===== src/rtl/mem_bus_arbiter.sv =====
`default_nettype none
// ============================================================================
// Module   : mem_bus_arbiter
// Purpose  : Two-master req/gnt/rvalid arbiter in front of a single-port sync RAM.
// Revision : 1.0
// ============================================================================
module mem_bus_arbiter #(
    parameter int AW           = 16,
    parameter int DW           = 16,
    parameter int MODE         = 0,
    parameter int STARVE_LIMIT = 4
) (
    input  logic          clk,
    input  logic          rst,
    input  logic          m0_req,
    input  logic          m0_we,
    input  logic [AW-1:0] m0_addr,
    input  logic [DW-1:0] m0_wdata,
    output logic          m0_gnt,
    output logic          m0_rvalid,
    output logic [DW-1:0] m0_rdata,
    input  logic          m1_req,
    input  logic          m1_we,
    input  logic [AW-1:0] m1_addr,
    input  logic [DW-1:0] m1_wdata,
    output logic          m1_gnt,
    output logic          m1_rvalid,
    output logic [DW-1:0] m1_rdata,
    output logic [AW-1:0] mem_addr,
    output logic [DW-1:0] mem_wdata,
    output logic          mem_we,
    input  logic [DW-1:0] mem_rdata
);

    typedef enum logic [1:0] {
        IDLE  = 2'd0,
        ISSUE = 2'd1,
        RESP  = 2'd2
    } state_t;

    localparam logic [3:0] c_starve_limit = 4'(STARVE_LIMIT);

    state_t        state_q, state_d;
    logic          win_q, win_d;
    logic          we_q, we_d;
    logic          last_grant_q, last_grant_d;
    logic [3:0]    starve_cnt_q, starve_cnt_d;
    logic [AW-1:0] mem_addr_q, mem_addr_d;
    logic [DW-1:0] mem_wdata_q, mem_wdata_d;
    logic          m0_rvalid_q, m0_rvalid_d;
    logic          m1_rvalid_q, m1_rvalid_d;
    logic [DW-1:0] m0_rdata_q, m0_rdata_d;
    logic [DW-1:0] m1_rdata_q, m1_rdata_d;
    logic          w_pick_m1;

    // Winner selection; only consulted in IDLE when at least one master requests.
    always_comb begin
        w_pick_m1 = m1_req;
        if (m0_req && m1_req) begin
            if (MODE == 0) begin
                w_pick_m1 = ~last_grant_q;
            end else begin
                w_pick_m1 = (starve_cnt_q == c_starve_limit);
            end
        end
    end

    always_comb begin
        state_d      = state_q;
        win_d        = win_q;
        we_d         = we_q;
        last_grant_d = last_grant_q;
        starve_cnt_d = starve_cnt_q;
        mem_addr_d   = mem_addr_q;
        mem_wdata_d  = mem_wdata_q;
        m0_rdata_d   = m0_rdata_q;
        m1_rdata_d   = m1_rdata_q;
        m0_rvalid_d  = 1'b0;
        m1_rvalid_d  = 1'b0;
        m0_gnt       = 1'b0;
        m1_gnt       = 1'b0;
        mem_we       = 1'b0;

        case (state_q)
            IDLE: begin
                if (m0_req || m1_req) begin
                    win_d        = w_pick_m1;
                    we_d         = w_pick_m1 ? m1_we    : m0_we;
                    mem_addr_d   = w_pick_m1 ? m1_addr  : m0_addr;
                    mem_wdata_d  = w_pick_m1 ? m1_wdata : m0_wdata;
                    last_grant_d = w_pick_m1;
                    if (MODE == 1) begin
                        if (w_pick_m1) begin
                            starve_cnt_d = 4'd0;
                        end else if (m1_req && (starve_cnt_q != c_starve_limit)) begin
                            starve_cnt_d = starve_cnt_q + 4'd1;
                        end
                    end
                    state_d = ISSUE;
                end
            end
            ISSUE: begin
                m0_gnt  = ~win_q;
                m1_gnt  = win_q;
                mem_we  = we_q;
                state_d = we_q ? IDLE : RESP;
            end
            RESP: begin
                // RAM data is valid now, one cycle after the address was presented.
                if (win_q) begin
                    m1_rdata_d  = mem_rdata;
                    m1_rvalid_d = 1'b1;
                end else begin
                    m0_rdata_d  = mem_rdata;
                    m0_rvalid_d = 1'b1;
                end
                state_d = IDLE;
            end
            default: state_d = IDLE;
        endcase
    end

    always_ff @(posedge clk) begin
        if (rst) begin
            state_q      <= IDLE;
            win_q        <= 1'b0;
            we_q         <= 1'b0;
            last_grant_q <= 1'b1;
            starve_cnt_q <= 4'd0;
            mem_addr_q   <= '0;
            mem_wdata_q  <= '0;
            m0_rvalid_q  <= 1'b0;
            m1_rvalid_q  <= 1'b0;
            m0_rdata_q   <= '0;
            m1_rdata_q   <= '0;
        end else begin
            state_q      <= state_d;
            win_q        <= win_d;
            we_q         <= we_d;
            last_grant_q <= last_grant_d;
            starve_cnt_q <= starve_cnt_d;
            mem_addr_q   <= mem_addr_d;
            mem_wdata_q  <= mem_wdata_d;
            m0_rvalid_q  <= m0_rvalid_d;
            m1_rvalid_q  <= m1_rvalid_d;
            m0_rdata_q   <= m0_rdata_d;
            m1_rdata_q   <= m1_rdata_d;
        end
    end

    assign mem_addr  = mem_addr_q;
    assign mem_wdata = mem_wdata_q;
    assign m0_rvalid = m0_rvalid_q;
    assign m1_rvalid = m1_rvalid_q;
    assign m0_rdata  = m0_rdata_q;
    assign m1_rdata  = m1_rdata_q;

endmodule
`default_nettype wire


===== config.mk =====
export PLATFORM = sky130hd
export DESIGN_NAME = mem_bus_arbiter
export DESIGN_NICKNAME = d
export VERILOG_FILES = /design/src/rtl/mem_bus_arbiter.sv
export SDC_FILE = /design/constraint.sdc
export NUM_CORES = 1
export LEC_CHECK = 0
export ABC_AREA = 1
export BUFFER_PORTS_ARGS = -buffer_cell sky130_fd_sc_hd__buf_2
export CORE_MARGIN = 2
export CORE_UTILIZATION = 35
export CTS_CLUSTER_DIAMETER = 120
export CTS_CLUSTER_SIZE = 30
export DETAILED_ROUTE_END_ITERATION = 8
export GPL_TIMING_DRIVEN = 0
export PLACE_DENSITY = 0.72
export SYNTH_ARGS = -nofsm -noshare
export SYNTH_HDL_FRONTEND = slang
export SYNTH_SLANG_ARGS = --single-unit

===== constraint.sdc =====
create_clock -name clk -period 1.5 [get_ports clk]
set_input_delay 0.15 -clock clk [delete_from_list [all_inputs] [get_ports clk]]
set_output_delay 0.15 -clock clk [all_outputs]
set_load 0.05 [all_outputs]

Word-level counts from Yosys, hierarchy flattened
Index checks and enable logic that the tools add are counted.
{ "word_totals": {"reg_bits": 71, "input_bits": 86, "out_inout_bits": 69, "elab_cells": 35} }
{ "op_classes": {"n_eq_ne": 3, "mux": 12, "bitwise_logic": 3, "reduce_logical": 7} }
{ "ops": {"columns": ["cell", "n"], "rows": [
  ["16-bit 2-to-1 mux", 2],
  ["1-bit 2-to-1 mux", 7],
  ["2-bit AND reduction", 3],
  ["2-bit 2-to-1 mux", 2],
  ["2-bit case mux with 2 select lines", 1],
  ["1-bit inverter", 3],
  ["2-bit by 1-bit == test with 1-bit output, second input constant", 1],
  ["2-bit == test, second input constant", 1],
  ["2-bit logical NOT", 1],
  ["2-bit inequality test, second input constant", 1],
  ["2-bit OR reduction", 1],
  ["1-bit logical AND", 1],
  ["1-bit logical OR", 1]
]} }

Longest topological paths before layout
Gate-level depths: netlist (run 1).
{ "depth": {"ltp_word": 3, "depth_mapped": 8, "depth_no_buf": 6} }

Worst setup path before layout (run 1)
Ideal clock, no wire load.
{ "synth_path": {"path_kind": "register to output", "from": "register win_q", "to": "output port m0_gnt", "arrival_ns": 1.299, "slack_ns": 0.051, "path_stages_with_launch": 4, "path_cell_list": "dfxtp_1 buf_2 buf_4 nor2_1"} }
{ "synth_between": {"elab_chain_cells": 2} }
{ "synth_lines": {"columns": ["element", "line_no", "rtl"], "rows": [
  ["start, declared", "44", "logic win_q, win_d;"],
  ["start signal, assigned", "138", "win_q <= win_d;"],
  ["1-bit inverter (no source line)", null, null],
  ["1-bit 2-to-1 mux", "84", "case (state_q)"],
  ["end, declared", "19", "output logic m0_gnt,"]
]} }
Every way passes these cells.

Worst setup path after layout (run 1)
Same ends and word-level chain as after synthesis.

==> impl_table.tex, run 1 <==
\begin{tabular}{lr}
\hline
Metric & Value \\
\hline
\multicolumn{2}{l}{\textbf{Setup path}} \\
Worst reg-to-reg setup slack & 130 ps \\
Highest net fanout along the worst path & 10 \\
Data required time of the critical path & roughly 1400 ps \\
Worst setup path class & reg2out \\
Worst path arrival time & 1270 ps \\
Endpoint type of the worst setup path & primary output \\
Critical path launch point type & flop \\
\multicolumn{2}{l}{\textbf{Cells and area}} \\
Number of nets in the layout & roughly 750 \\
Number of antenna cells inserted & 0 \\
Relative area change from synthesis to final layout & 33.4\% \\
Commonest cells after routing, fill and taps aside & buf\_2 (159), nand2\_1 (134), dfxtp\_1 (71) \\
Commonest non-fill, non-tap cell in the layout & buf\_2 \\
Final instance area & 4630 um\^{}2 \\
Fraction of final layout cells with drive strength greater than 1 & a little under a third \\
\multicolumn{2}{l}{\textbf{Timing}} \\
Max-slew violations & 0 \\
Setup repair after global routing missed its margin & no \\
Worst hold slack after final layout & 96.9 ps \\
Shortest period the worst path allows & around 1400 ps \\
Final sum of negative setup slack & 0 ps \\
Clock Skew & roughly 19 ps \\
Transition at the pin with the smallest max-transition slack & 483 ps \\
Max frequency & 706 MHz \\
Period utilization & 94.4\% \\
Finish-stage setup viols & 0 \\
Final hold vios & 0 \\
Rel. slew slack & 67.8\% \\
\multicolumn{2}{l}{\textbf{Clocking}} \\
Clock slew at reported path FFs & 80 ps \\
Number of buffers added for setup after CTS & 0 \\
Largest buffer count on any clock path & 2 \\
Clock Root Buffer & clkbuf\_8 \\
H-tree levels & 3 \\
Post-CTS Hold Fix Bufs & 0 \\
TritonCTS clock tree & done \\
TritonCTS buffer count & 9 \\
Clock sink count & 71 \\
Skew-Pair Late Insertion Delay & 360 ps \\
\multicolumn{2}{l}{\textbf{Place}} \\
Total cell area at the placement stage & approximately 4400 um\^{}2 \\
HPWL after DPL & 7970 um \\
Port Buf Inserts & 154 \\
Final estimated routing congestion in global placement & 0.905 \\
\multicolumn{2}{l}{\textbf{Route}} \\
Post-DR wirelength/cell & 12.8 um \\
Remaining routing DRC violations & 0 \\
Routed vias & around 3700 \\
Remaining antenna violation count after routing & 0 \\
Sum of routed wire length over all layers & 10200 um \\
Number of iterations in the first detailed-routing pass & 4 \\
Vias per cell & 4.70 \\
Violation count after the first detailed-routing iteration & between 100 and 150 \\
\multicolumn{2}{l}{\textbf{Pwr}} \\
Sw Pwr & 1.89 mW \\
Relative contribution of sequential cells to total power & 41.1\% \\
Switching share of power & between 30\% and 40\% \\
Fraction of power consumed by the clock network & a little under 30\% \\
IR drop worst, VDD & 0.492 mV \\
Internal power contribution & around 3.2 mW \\
Portion of total power attributed to combinational logic & between 20 and 30\% \\
Power density normalized to cell area & 1100 nW/um\^{}2 \\
Pleak & 2.30 nW \\
\multicolumn{2}{l}{\textbf{Global route}} \\
GR Overflow Total & 0 \\
Overall global routing resource usage & 19.1\% \\
Maximum number of pins on one net before global-route repair & 19 \\
Global-route wire length before repair & about 17000 um \\
Number of antenna violations at the first check in global routing & 0 \\
Number of global-route vias before repair & 3407 \\
\multicolumn{2}{l}{\textbf{Synthesis}} \\
Number of nets produced by synthesis & 581 \\
Yosys warnings & 0 \\
Gate Count Post-Synth & 495 \\
Sequential element share of the synthesized area & 41.0\% \\
Count of different cell masters after synthesis & 22 \\
Mean cell area of the mapped netlist & 7.01 um\^{}2 \\
Syn Std Cell Area & roughly 3500 um\^{}2 \\
Number of flip-flops and latches in the synthesized netlist & slightly above 70 \\
\multicolumn{2}{l}{\textbf{Floorplan}} \\
Die width & around 100 um \\
\# IOs & 155 \\
Die Outline Area & 10700 um\^{}2 \\
Row cnt & 36 \\
Initial core utilization & 35.8\% \\
Core area & roughly 9700 um\^{}2 \\
Vertical die dimension & 104 um \\
\multicolumn{2}{l}{\textbf{Job}} \\
Number of maximum-capacitance constraint violations & 0 \\
\multicolumn{2}{l}{\textbf{Min path}} \\
Classification of the worst-slack hold path & in2reg \\
\multicolumn{2}{l}{\textbf{Status}} \\
Run status & completed \\
\hline
\end{tabular}
## cell families after synthesis
kind of cell,count (synthesis),share of synthesized area [%]
and+or+nand+nor,281,35.0
buffers and inverters,76,11.8
DFF,71,41.0
AOI/OAI and AO/OA,67,12.3
## cell usage after synthesis, drive strengths merged
cell type,instances,share of area (%)
nor3,1,0.14
nand3,37,5.6
nor2,75,8.5
a21boi,33,7.1
a21oi,33,4.9
nand4,32,5.8
nand2,136,15
buf,31,6.9
inv,36,3.9
clkbuf,8,0.87
clkinv,1,0.11
dfxtp,71,41
o21ai,1,0.25
## critical path, cell delays in order (launching register included)
cell and delay, ps:
dfxtp_1 320, buf_4 170, buf_6 150, nor2_2 110
buf_6 160
## state kept, by name, summed over array words and instances (netlist names)
name and count:
mem_wdata 16, win_q 1, m1_rdata 16, state_q 2
m0_rvalid 1, last_grant_q 1, m0_rdata 16, mem_addr 16
m1_rvalid 1, we_q 1
## power by group through the flow
stage	Clock [mW]	Combinational [mW]	Sequential [mW]
floorplan	0	0.662	2.56
global placement	0	1.47	2.13
detailed placement	0	1.49	2.13
CTS	1.53	1.50	2.09
global route	1.61	1.64	2.11
finish	1.49	1.50	2.09
## path summary, 6_finish.rpt
check                           cells after the start                     from                        end
worst max-delay path                                4       win_q$_SDFFE_PP0P_                     m0_gnt
worst min-delay path                                3             mem_rdata[1]   m1_rdata[1]$_SDFFE_PP0P_
worst max register to register                      7  state_q[0]$_SDFFE_PP0P_  mem_addr[13]$_SDFFE_PP0P_
worst min register to register                      1        we_q$_SDFFE_PP0P_    state_q[1]$_SDFFE_PP0P_
## routing by layer
metal | part of all wire [%] | global-route usage, %
met4 | 0.82 | 5.41
met2 | 48 | 32.9
met3 | 9.0 | 6.10
met5 | 0 | 0
met1 | 43 | 22.9
## area by class of cell
cell class                 instances  area [um^2]
timing repair buffer             154          790
clock inverter                     5         38.8
tap                              133          166
sequential                        71         1420
fill                            1000         5050
clock buffer                      11          151
multi-input combinational        348         1650
inverter                          37          139
buffer                            38          273
## repair_timing
action,CTS,global route
endpoints found under the setup margin,3,3
pin swaps,0,1
resized for setup,6,6
## metrics by stage
stage	std cells	util (%)	setup slack (ps)	total power, mW
after detailed placement	782	45.5	161	3.63
after CTS	797	47.6	-13.9	5.12
final	797	47.8	83.5	5.08
after floorplan	495	-	51.1	3.22
after global routing	797	47.8	2.69	5.36
after global placement	782	45.5	200	3.60
Note: power is estimated with default switching activity, not from simulation.
==> run 2: changes to the inputs <==
- CELL_PAD_IN_SITES_DETAIL_PLACEMENT: not set -> 1
- CELL_PAD_IN_SITES_GLOBAL_PLACEMENT: not set -> 1
- CORE_UTILIZATION: 35 -> 32
- PLACE_DENSITY: 0.72 -> 0.9
- REMOVE_ABC_BUFFERS: not set -> 1
==> impl_table.tex, run 2 (same netlist as run 1, synthesis figures left out) <==
\begin{tabular}{lr}
\hline
Metric & Value \\
\hline
\multicolumn{2}{l}{\textbf{Status}} \\
Run status & completed \\
\multicolumn{2}{l}{\textbf{Route}} \\
Violation count after the first detailed-routing iteration & 172 \\
Sum of routed wire length over all layers & 11500 um \\
Vias per cell & between 4 and 5 \\
Post-DR wirelength/cell & between 10 and 15 um \\
Routed vias & 3799 \\
Number of iterations in the first detailed-routing pass & 4 \\
Remaining antenna violation count after routing & 0 \\
Remaining routing DRC violations & 0 \\
\multicolumn{2}{l}{\textbf{Pwr}} \\
Power density normalized to cell area & about 1100 nW/um\^{}2 \\
Pleak & 2.24 nW \\
Overall power after layout & 5.07 mW \\
IR drop worst, VDD & 0.480 mV \\
\multicolumn{2}{l}{\textbf{Floorplan}} \\
Die width & between 100 and 150 um \\
Row cnt & 38 \\
\# IOs & 155 \\
Vertical die dimension & 108 um \\
Core area & 10700 um\^{}2 \\
Initial core utilization & between 30\% and 40\% \\
Die Outline Area & between 10000 and 15000 um\^{}2 \\
\multicolumn{2}{l}{\textbf{Global route}} \\
GR Overflow Total & 0 \\
Global-route wire length before repair & 18300 um \\
Number of antenna violations at the first check in global routing & 0 \\
Overall global routing resource usage & approximately a fifth \\
Maximum number of pins on one net before global-route repair & 70 \\
Number of global-route vias before repair & 3830 \\
\multicolumn{2}{l}{\textbf{Place}} \\
Port Buf Inserts & 154 \\
Total cell area at the placement stage & 4200 um\^{}2 \\
HPWL after DPL & between 7000 and 8000 um \\
Placement-stage worst setup slack & -915 ps \\
Final estimated routing congestion in global placement & 0.721 \\
\multicolumn{2}{l}{\textbf{Timing}} \\
Max frequency & 706 MHz \\
Clock Skew & 14.8 ps \\
Finish-stage setup viols & 0 \\
Final hold vios & 0 \\
Final sum of negative setup slack & 0 ps \\
Shortest period the worst path allows & roughly 1400 ps \\
Max-slew violations & 0 \\
Rel. slew slack & just over 50\% \\
Period utilization & between 90 and 100\% \\
Worst hold slack after final layout & 85.5 ps \\
Crit path setup slack, layout & between 80 and 90 ps \\
Transition at the pin with the smallest max-transition slack & 746 ps \\
Setup repair after global routing missed its margin & no \\
\multicolumn{2}{l}{\textbf{Cells and area}} \\
Commonest non-fill, non-tap cell in the layout & buf\_2 \\
Relative area change from synthesis to final layout & 30.9\% \\
Commonest cells after routing, fill and taps aside & buf\_2 (150), nand2\_1 (132), nor2\_1 (72) \\
Number of fillers in the final layout & 1417 \\
Number of antenna cells inserted & 0 \\
Footprint of the multi-input gates & 1670 um\^{}2 \\
Number of nets in the layout & 719 \\
Fraction of final layout cells with drive strength greater than 1 & roughly 31\% \\
Area used by sequential logic in the layout & about 1400 um\^{}2 \\
Final instance area & 4540 um\^{}2 \\
\multicolumn{2}{l}{\textbf{Setup path}} \\
Data required time of the critical path & 1350 ps \\
Worst path max stage delay & 420 ps \\
Critical Path, Cell by Cell & nand2\_2, nor2\_1, buf\_4 \\
Critical path launch point type & flop \\
Highest-delay cell along the critical path & dfxtp\_2 \\
CP Buf/Inv Count & 1 \\
Worst path top cell family by delay & flip-flops \\
Endpoint type of the worst setup path & primary output \\
Highest net fanout along the worst path & 4 \\
Worst setup path class & reg2out \\
Worst path arrival time & between 1000 and 1500 ps \\
\multicolumn{2}{l}{\textbf{Clocking}} \\
TritonCTS buffer count & 9 \\
Clock sink count & 71 \\
TritonCTS clock tree & done \\
Largest buffer count on any clock path & 2 \\
Skew-Pair Late Insertion Delay & 350 ps \\
H-tree levels & 3 \\
Clock Root Buffer & clkbuf\_8 \\
Clock slew at reported path FFs & 80 ps \\
\multicolumn{2}{l}{\textbf{Job}} \\
Number of maximum-capacitance constraint violations & 0 \\
\multicolumn{2}{l}{\textbf{Min path}} \\
Classification of the worst-slack hold path & in2reg \\
\hline
\end{tabular}
==> run 2: cell type report <==
class                   instances  share of cell area [%]
well taps                     140                    3.86
multi-input cells             349                    36.7
inverters                      37                    3.33
clock buffers                  12                    3.64
clock inverters                 3                   0.386
flip-flops and latches         71                    31.5
repair buffers                165                    20.6
==> run 2: tightest hold or removal path: stages <==
cell     delay [ps]
buf_2           110
nand4_1          80
a21oi_1          60
==> run 2: per-stage QoR <==
stage | util [%] | instances
2_1_floorplan | - | 456
3_3_place_gp | 38.8 | 750
3_5_place_dp | 39.2 | 752
4_1_cts | 42.1 | 775
5_1_grt | 42.5 | 777
6_report | 42.5 | 777
==> run 2: per-layer routing <==
layer | global-route usage [%] | wire length (um)
met3 | 7.96 | 1010
met1 | 22.1 | 4760
met2 | 35.4 | 5550
met5 | 0 | 0
met4 | 5.31 | 144
==> run 2: worst paths after layout <==
path                                to                     from  slack, ps  depth (start not counted)
max reg2reg   mem_addr[3]$_SDFFE_PP0P_  state_q[0]$_SDFFE_PP0P_        110                          7
min reg2reg    state_q[1]$_SDFFE_PP0P_        we_q$_SDFFE_PP0P_        440                          1
min          m1_rdata[11]$_SDFFE_PP0P_            mem_rdata[11]         90                          3
max                             m0_gnt  state_q[0]$_SDFFE_PP0P_         80                          3
==> run 2: where the power goes <==
part / switching [mW] / internal, mW
registers: 0.0783 / 2.02
clock network: 0.726 / 0.721
logic: 1.07 / 0.449
==> run 2: what timing repair did <==
item,4_1_cts,5_1_grt
pin swaps,2,0
setup buffers,7,2
endpoints found under the setup margin,74,35
gates resized for setup,16,4
hold buffers,0,0
cloned,1,0
==> run 3: changes to the inputs <==
- PLACE_DENSITY: 0.9 -> not set
- PLACE_DENSITY_LB_ADDON: not set -> 0.1
==> impl_table.tex, run 3 (same netlist as run 1, synthesis figures left out) <==
\begin{tabular}{lr}
\hline
Metric & Value \\
\hline
\multicolumn{2}{l}{\textbf{Status}} \\
Run status & completed \\
\multicolumn{2}{l}{\textbf{Setup path}} \\
CP Buf/Inv Count & 1 \\
Worst path arrival time & 1240 ps \\
Critical Path, Cell by Cell & nand2\_2, nor2\_1, buf\_4 \\
Highest net fanout along the worst path & 4 \\
Data required time of the critical path & 1350 ps \\
Worst reg-to-reg setup slack & between 100 and 150 ps \\
Path depth of the worst reg2reg path & 4 \\
Worst reg2reg startpoint & state\_q[0]\$\_SDFFE\_PP0P\_ \\
Worst setup path class & reg2out \\
Worst path top cell family by delay & flip-flops \\
Endpoint type of the worst setup path & primary output \\
Endpoint of the worst register-to-register path & m1\_rdata[3]\$\_SDFFE\_PP0P\_ \\
Worst path max stage delay & between 400 and 500 ps \\
Critical path launch point type & flop \\
Highest-delay cell along the critical path & dfxtp\_2 \\
\multicolumn{2}{l}{\textbf{Pwr}} \\
Power density normalized to cell area & about 1200 nW/um\^{}2 \\
Fraction of power consumed by the clock network & between 30\% and 40\% \\
IR drop worst, VDD & 0.538 mV \\
Overall power after layout & around 5.3 mW \\
Sw Pwr & 1.88 mW \\
Portion of total power attributed to combinational logic & 28.1\% \\
Switching share of power & 35.2\% \\
Internal power contribution & roughly 3.5 mW \\
Relative contribution of sequential cells to total power & 39.4\% \\
Pleak & 2.27 nW \\
\multicolumn{2}{l}{\textbf{Timing}} \\
Rel. slew slack & 50.6\% \\
Clock Skew & 5.66 ps \\
Max-slew violations & 0 \\
Max frequency & 721 MHz \\
Setup repair after global routing missed its margin & no \\
Final hold vios & 0 \\
Transition at the pin with the smallest max-transition slack & 741 ps \\
Finish-stage setup viols & 0 \\
Period utilization & 92.5\% \\
Crit path setup slack, layout & roughly 110 ps \\
Shortest period the worst path allows & 1390 ps \\
Final sum of negative setup slack & 0 ps \\
\multicolumn{2}{l}{\textbf{Place}} \\
HPWL after DPL & 6790 um \\
Placement-stage worst setup slack & -909 ps \\
Number of placed instances with taps included & 752 \\
Port Buf Inserts & 154 \\
Total cell area at the placement stage & 4210 um\^{}2 \\
Final estimated routing congestion in global placement & 0.701 \\
\multicolumn{2}{l}{\textbf{Clocking}} \\
Post-CTS Hold Fix Bufs & 0 \\
Largest buffer count on any clock path & 2 \\
TritonCTS buffer count & 9 \\
Clock sink count & 71 \\
Clock Root Buffer & clkbuf\_8 \\
TritonCTS clock tree & done \\
Clock slew at reported path FFs & $\sim$80 ps \\
H-tree levels & 3 \\
Skew-Pair Late Insertion Delay & 350 ps \\
\multicolumn{2}{l}{\textbf{Cells and area}} \\
Commonest cells after routing, fill and taps aside & buf\_2 (150), nand2\_1 (132), nor2\_1 (73) \\
Relative area change from synthesis to final layout & 32.3\% \\
Commonest non-fill, non-tap cell in the layout & buf\_2 \\
Non-filler instance count after layout & 781 \\
Final instance area & 4590 um\^{}2 \\
Number of nets in the layout & 722 \\
Number of antenna cells inserted & 0 \\
Fraction of final layout cells with drive strength greater than 1 & 31.4\% \\
\multicolumn{2}{l}{\textbf{Route}} \\
WL met2 & 5000 um \\
Uppermost layer routed & met4 \\
DRT met1 WL & $\sim$4800 um \\
Post-DR wirelength/cell & between 10 and 15 um \\
Violation count after the first detailed-routing iteration & 160 \\
Number of iterations in the first detailed-routing pass & 4 \\
Met3 Routed Length & 843 um \\
Sum of routed wire length over all layers & 10700 um \\
Remaining routing DRC violations & 0 \\
Routed vias & approximately 3700 \\
Remaining antenna violation count after routing & 0 \\
Vias per cell & 4.71 \\
\multicolumn{2}{l}{\textbf{Floorplan}} \\
Die width & 108 um \\
Die Outline Area & 11700 um\^{}2 \\
Row cnt & 38 \\
Initial core utilization & 32.4\% \\
Vertical die dimension & 108 um \\
\# IOs & 155 \\
Core area & between 10000 and 15000 um\^{}2 \\
\multicolumn{2}{l}{\textbf{Global route}} \\
Maximum number of pins on one net before global-route repair & 70 \\
Global-route wire length before repair & 17400 um \\
GR Overflow Total & 0 \\
Number of global-route vias before repair & around 3600 \\
Overall global routing resource usage & a little under a fifth \\
Number of antenna violations at the first check in global routing & 0 \\
\multicolumn{2}{l}{\textbf{Min path}} \\
Origin of the worst min-delay path & mem\_rdata[9] \\
Min-Delay Endpoint & m1\_rdata[9]\$\_SDFFE\_PP0P\_ \\
Cell depth of the worst hold path & 3 \\
Classification of the worst-slack hold path & in2reg \\
\multicolumn{2}{l}{\textbf{Job}} \\
Number of maximum-capacitance constraint violations & 0 \\
\hline
\end{tabular}
-- run 3: timing repair --
item | CTS | global route
buffers inserted | 9 | 3
gates resized for setup | 15 | 4
endpoints found under the hold margin | 0 | 0
gates cloned | 1 | 0
pin swaps | 2 | 0
endpoints found under the setup margin | 74 | 36
-- run 3: how the worst max path moves through the flow --
stage / start / end / slack (ps) / cells past startpoint
6_report: state_q[0]$_SDFFE_PP0P_ / mem_we / 110 / 3
5_1_grt: state_q[0]$_SDFFE_PP0P_ / mem_we / 30 / 3
4_1_cts: rst / mem_wdata[14]$_SDFFE_PP0P_ / 5 / 4
3_5_place_dp: rst / mem_addr[1]$_SDFFE_PP0P_ / -910 / 4
3_3_place_gp: m1_req / mem_addr[0]$_SDFFE_PP0P_ / -1040 / 5
2_1_floorplan: win_q$_SDFFE_PP0P_ / m1_gnt / -260 / 2
-- run 3: routing by layer --
layer | track usage (%) | vias to the layer above
met4 | 5.22 | 0
met5 | 0 | -
met1 | 23.7 | 1691
met3 | 6.33 | 9
met2 | 31.0 | 105
li1 | - | 1876
-- run 3: metrics by stage --
step,utilization (%),hold slack [ps]
after floorplan,-,212
after global placement,38.8,409
after detailed placement,39.4,425
after CTS,42.6,73.6
after global routing,42.9,71.2
final,42.9,79.0
-- run 3: power groups by stage --
| stage | combinational (mW) | clock, mW | sequential (mW) |
|---|---|---|---|
| final | 1.50 | 1.73 | 2.10 |
| after floorplan | 0.509 | 0 | 2.58 |
| after detailed placement | 1.41 | 0 | 2.16 |
| after CTS | 1.50 | 1.79 | 2.10 |
| after global placement | 1.35 | 0 | 2.16 |
| after global routing | 1.66 | 1.87 | 2.12 |
-- run 3: cell type report --
| cell class | count | area, um^2 |
|---|---|---|
| Multi-Input combinational cell | 349 | 1670 |
| Clock inverter | 5 | 81.3 |
| Tap cell | 140 | 175 |
| Timing Repair Buffer | 168 | 942 |
| Fill cell | 1387 | 6100 |
| Sequential cell | 71 | 1430 |
| Inverter | 37 | 151 |
| Clock buffer | 11 | 141 |
-- run 3: tightest hold or removal path, delay by kind of cell --
| family | cells | cell delay (ps) |
|---|---|---|
| simple gates | 1 | 80 |
| buf+inv | 1 | 110 |
| compound gates | 1 | 60 |
